### config.mk
export PLATFORM = sky130hd
export DESIGN_NAME = seq_mul_radix4_flat
export DESIGN_NICKNAME = d
export VERILOG_FILES = /design/src/rtl/seq_mul_radix4_if.sv /design/src/rtl/seq_mul_radix4.sv /design/src/flat_wrapper.sv
export SDC_FILE = /design/constraint.sdc
export NUM_CORES = 1
export LEC_CHECK = 0
export CAP_MARGIN = 30
export CORE_ASPECT_RATIO = 0.6
export CORE_MARGIN = 4
export CORE_UTILIZATION = 56
export CTS_CLUSTER_DIAMETER = 80
export DETAILED_ROUTE_END_ITERATION = 8
export PLACE_DENSITY = 0.86
export SLEW_MARGIN = 10
export SYNTH_ARGS = -nofsm -noshare
export SYNTH_HDL_FRONTEND = slang
export SYNTH_SLANG_ARGS = --single-unit
export TNS_END_PERCENT = 10
### constraint.sdc
create_clock -name Clk -period 5.8 [get_ports Clk]
set_input_delay 0.58 -clock Clk [delete_from_list [all_inputs] [get_ports Clk]]
set_output_delay 0.58 -clock Clk [all_outputs]
set_load 0.01 [all_outputs]
### src/rtl/seq_mul_radix4_if.sv
// seq_mul_radix4_if: Start/Busy/Done handshake and operand/result bus of the radix-4 multiplier.
//   Start   - request a multiply (master -> slave)
//   A, B    - multiplicand / multiplier, WIDTH bits (master -> slave)
//   Busy    - multiply in progress (slave -> master)
//   Done    - one-cycle pulse, Product valid (slave -> master)
//   Product - 2*WIDTH-bit unsigned result (slave -> master)
//   PpSel   - current radix-4 digit of B, partial-product mux select (slave -> master)
interface seq_mul_radix4_if #(parameter int WIDTH = 8);
    logic                   Start;
    logic [WIDTH-1:0]       A;
    logic [WIDTH-1:0]       B;
    logic                   Busy;
    logic                   Done;
    logic [2*WIDTH-1:0]     Product;
    logic [1:0]             PpSel;
    modport master (output Start, A, B, input Busy, Done, Product, PpSel);
    modport slave  (input Start, A, B, output Busy, Done, Product, PpSel);
endinterface

### src/rtl/seq_mul_radix4.sv
// seq_mul_radix4: sequential unsigned radix-4 multiplier, one 2-bit digit of B per clock.
//   Clk   - rising-edge clock
//   Reset - asynchronous active-high reset
//   bus   - seq_mul_radix4_if slave: Start/A/B in, Busy/Done/Product/PpSel out
module seq_mul_radix4 #(
    parameter int WIDTH = 8
) (
    input  logic             Clk,
    input  logic             Reset,
    seq_mul_radix4_if.slave  bus
);
    localparam int KW = $clog2(WIDTH / 2);
    localparam logic [KW-1:0] K_LAST = KW'(WIDTH / 2 - 1);

    typedef enum logic [1:0] {IDLE, RUN, DONE} stateT;

    stateT              state, nextState;
    logic [WIDTH-1:0]   aReg, bReg;
    logic [KW-1:0]      k;
    logic [2*WIDTH-1:0] acc, accNext, product;
    logic [WIDTH+1:0]   multiple;
    logic [1:0]         ppSel;
    logic               lastIter;

    always_comb begin
        lastIter  = (state == RUN) && (k == K_LAST);
        nextState = (state == RUN) ? (lastIter ? DONE : RUN) : (bus.Start ? RUN : IDLE);
        ppSel     = (state == RUN) ? bReg[{k, 1'b0} +: 2] : 2'b00;
        // 3A is formed as A + 2A in WIDTH+2 bits so the top digit never truncates
        multiple  = (ppSel[0] ? {2'b00, aReg} : '0) + (ppSel[1] ? {1'b0, aReg, 1'b0} : '0);
        accNext   = acc + ((2*WIDTH)'(multiple) << {k, 1'b0});
    end

    always_ff @(posedge Clk or posedge Reset) begin
        if (Reset)
            state <= IDLE;
        else
            state <= nextState;
    end

    always_ff @(posedge Clk or posedge Reset) begin
        if (Reset) begin
            aReg    <= '0;
            bReg    <= '0;
            acc     <= '0;
            k       <= '0;
            product <= '0;
        end else if (state == RUN) begin
            acc <= accNext;
            k   <= k + KW'(1);
            if (lastIter)
                product <= accNext;
        end else if (bus.Start) begin
            aReg <= bus.A;
            bReg <= bus.B;
            acc  <= '0;
            k    <= '0;
        end
    end

    assign bus.Busy    = (state == RUN);
    assign bus.Done    = (state == DONE);
    assign bus.Product = product;
    assign bus.PpSel   = ppSel;
endmodule

### src/flat_wrapper.sv
// flat-port wrapper written by rule: the top's interface ports become plain ports
module seq_mul_radix4_flat 
#(
    parameter int WIDTH = 8
)
  (Clk, Reset, bus_Start, bus_A, bus_B, bus_Busy, bus_Done, bus_Product, bus_PpSel);
  seq_mul_radix4_if #(.WIDTH(WIDTH)) bus_i ();
  input  logic Clk;
  input  logic Reset;
  input wire logic [$bits(bus_i.Start)-1:0] bus_Start;
  input wire logic [$bits(bus_i.A)-1:0] bus_A;
  input wire logic [$bits(bus_i.B)-1:0] bus_B;
  output wire logic [$bits(bus_i.Busy)-1:0] bus_Busy;
  output wire logic [$bits(bus_i.Done)-1:0] bus_Done;
  output wire logic [$bits(bus_i.Product)-1:0] bus_Product;
  output wire logic [$bits(bus_i.PpSel)-1:0] bus_PpSel;
  assign bus_i.Start = bus_Start;
  assign bus_i.A = bus_A;
  assign bus_i.B = bus_B;
  assign bus_Busy = bus_i.Busy;
  assign bus_Done = bus_i.Done;
  assign bus_Product = bus_i.Product;
  assign bus_PpSel = bus_i.PpSel;
  seq_mul_radix4 #(.WIDTH(WIDTH)) u_core (.Clk(Clk), .Reset(Reset), .bus(bus_i));
endmodule
==> impl_metrics.py <==
metrics = {
    "sta": {
        "hold_violations": 0,
        "whs_ns": 0.484,
        "final_max_slew_viol_count": 0,
        "skew_ns": 0.00891,
        "rsz0062_at_grt": "false",
        "fin_setup_tns_ns": 0,
        "worst-slew-pin-transition_ns": 0.723,
        "max_freq_mhz": 185,
        "post-route-period-util": 0.931,
        "fin_crit_ns": 5.40,
        "relSlewSlack": 0.517,
        "setup_viol": 0,
    },
    "synthesis": {
        "syn_area_sq_um": 3330,
        "synthTopCellsByArea": "dfrtp_1, ha_1, mux2_2",
        "synthFlopType": "dfrtp_1",
        "synthArstFlopShare": 1.00,
        "synthCells": 342,
        "ys_types": 48,
        "syn_avg_cell_area_sq_um": 9.72,
        "yosys_warnings": 0,
        "synth-edff-count": 0,
        "synth_area_leader_cell": "dfrtp_1",
        "synth_seq_area_share": 0.391,
        "synth_top_area_share": 0.391,
        "syn_nets": 387,
        "ys_seq_elements": 52,
    },
    "route": {
        "final_antenna_net_count": 0,
        "drtPass1Iterations": 4,
        "routedWlPerCell_um": 16.7,
        "vias_per_cell": 5.78,
        "drtIter0Drc": 152,
        "dr_total_vias": 2647,
        "drc": 0,
        "wl_um": 7660,
    },
    "cts": {
        "post-cts-setup-buffers": 0,
        "hold_buffers": 0,
        "cts-resized-gates": 0,
        "cts_buffers": 5,
        "clk_pin_slew_ns": 0.10,
        "cts_max_level": 2,
        "root_buffer": "clkbuf_8",
        "cts_buffer_depth": 2,
        "cts.sinks": 52,
        "cts_tree": "yes",
        "clk_latency_ns": 0.31,
    },
    "floorplanning": {
        "row_count": 21,
        "die_w_um": 107,
        "fp.dieH_um": 67.7,
        "pin_count": 39,
        "coreArea_sq_um": 5650,
        "start_util": 0.589,
        "die-area_sq_um": 7280,
    },
    "critical_path": {
        "worstPathMaxFanout": 7,
        "crit_arrival_ns": 5.66,
        "required_ns": 6.06,
        "reg2reg_to": "u_core.acc[15]",
        "criticalPathCategory": "reg2reg",
        "r2r_cells": 20,
        "r2r_start": "u_core.k[0]",
        "critical_path.startpoint_type": "register",
        "rrSetupSlack_ns": 0.40,
        "end_kind": "register",
    },
    "layout": {
        "syn2layout_area_growth_pct": 17.2,
        "fill_cells": 454,
        "finalNetCount": 422,
        "diodes": 0,
        "drive_above_1_share": 0.114,
    },
    "power": {
        "p_total_mw": 2.45,
        "peakVddDrop_mv": 0.293,
        "p_leak_nw": 1.80,
        "p_per_area_nw_per_um2": 628,
    },
    "placed_design": {
        "routabilityCongestion": 0.908,
        "port_buffers": 38,
        "hpwl_um": 5700,
    },
    "worst_hold_path": {
        "min_path_cells": 2,
        "min-delay-start": "u_core.bus.Product[11]",
        "hold_path_class": "reg2reg",
        "hold-path-endpoint": "u_core.bus.Product[11]",
    },
    "run": {
        "maxCapViolations": 0,
    },
    "global_route": {
        "grt_usage": 0.229,
        "grt_pass1_vias": 2670,
        "grt_pass1_wl_um": 13100,
        "grt_overflow": 0,
        "grt_max_degree": 33,
        "antenna_found_initial": 0,
    },
    "outcome": {
        "status": "finished, final reports clean",
    },
}
[logic make-up (layout without fill, tap and decap cells)]
kind of cell               count (synthesis)  after routing  share of synthesized area
DFF                                       52             52                      0.391
xor gates and xnor gates                  22             22                     0.0579
muxes                                     25             25                     0.0862
buffers and inverters                     22             58                     0.0252
AOI/OAI and AO/OA                         84             84                      0.165
adders and majority gates                 26             26                      0.102
and+or+nand+nor                          111            111                      0.172
[per-stage QoR]
step,util,cells,setup slack [ns],instance area [sq um]
global placement,0.668,448,0.915,3770
floorplan,-,342,1.10,3330
global route,0.690,458,0.000754,3900
finish,0.690,458,0.401,3900
detailed placement,0.671,449,0.495,3790
CTS,0.687,457,0.453,3880
[worst max-delay path, cell delays in order (launching register included)]
cell	delay (ns)
dfrtp_1	0.44
mux4_2	0.60
and2_1	0.24
nand2_1	0.14
inv_1	0.06
ha_1	0.27
a21o_1	0.16
a21oi_1	0.21
o21ai_0	0.15
o21ai_0	0.50
xnor2_1	0.18
nor2_1	0.05
a2111oi_0	0.52
ha_1	0.39
a21oi_1	0.25
a21boi_0	0.34
o21ba_2	0.20
a21oi_1	0.05
xnor2_1	0.19
or3_1	0.33
nand3_1	0.09
[per-layer routing]
| layer | wire length, um | up-vias | track usage |
|---|---|---|---|
| li1 | - | 1284 | - |
| met1 | 3690 | 1266 | 0.319 |
| met2 | 3350 | 82 | 0.359 |
| met3 | 494 | 15 | 0.0611 |
| met4 | 125 | 0 | 0.0583 |
| met5 | 0 | - | 0 |
[cell usage after synthesis (all sizes together), types with 2 or more instances]
cell type	instances
dfrtp	52
nand2	43
o21ai	37
ha	24
mux2	19
nor2	19
nand3b	17
a21oi	13
clkbuf	12
xor2	12
xnor2	10
and3	9
a21o	8
and2	8
inv	7
a31oi	5
mux2i	5
o22ai	5
buf	3
nand2b	3
a221oi	2
a31o	2
fa	2
nand3	2
nor2b	2
o2111ai	2
o21a	2
or3	2
[worst max path at each step]
stage	startpoint	end	slack, ns	cells after the start
after global routing	u_core.k[0]	u_core.bus.Product[15]	0.0008	20
after detailed placement	u_core.k[0]	u_core.bus.Product[15]	0.49	20
after global placement	u_core.k[0]	u_core.bus.Product[15]	0.91	20
after floorplan	u_core.k[0]	u_core.acc[15]	1.10	21
final	u_core.k[0]	u_core.acc[15]	0.40	20
after CTS	u_core.k[0]	u_core.bus.Product[15]	0.45	20
[registers in the layout, indices dropped and copies added (netlist names)]
register            flops
u_core.aReg             8
u_core.bReg             8
u_core.acc             16
u_core.state            2
u_core.k                2
u_core.bus.Product     16
[area by class of cell]
cell class              instances  area (sq um)  area share
inverters                       7          26.3     0.00674
flip-flops and latches         52          1300       0.334
clock inverters                 3          22.5     0.00578
multi-input cells             268          1940       0.498
well taps                      80           100      0.0257
clock buffers                   5          68.8      0.0177
repair buffers                 43           438       0.112
[cells in the final DEF (no fill, tap or decap), types with 2 or more instances in the layout]
cell and count:
dfrtp_1 52, nand2_1 43, clkdlybuf4s50_1 38, o21ai_0 35, ha_1 24, mux2_2 19, nor2_1 18, nand3b_1 17
a21oi_1 13, xor2_1 12, xnor2_1 10, and3_1 9, a21o_1 8, and2_1 8, inv_1 6, a31oi_1 5
mux2i_1 5, clkbuf_8 5, o22ai_1 4, nand2b_1 3, buf_4 3, a221oi_2 2, o21ai_1 2, a31o_2 2
nor2b_1 2, o21a_1 2, or3_1 2, nand3_1 2, fa_1 2
[power by group]
part / internal (mW) / switching [mW] / total [mW] / leakage (nW)
sequential: 0.527 / 0.109 / 0.637 / 0.654
clock: 0.0868 / 0.129 / 0.216 / 0.0485
combinational: 0.691 / 0.902 / 1.59 / 1.10
total: 1.31 / 1.14 / 2.45 / 1.80
Power figures use the tool's default switching activity.
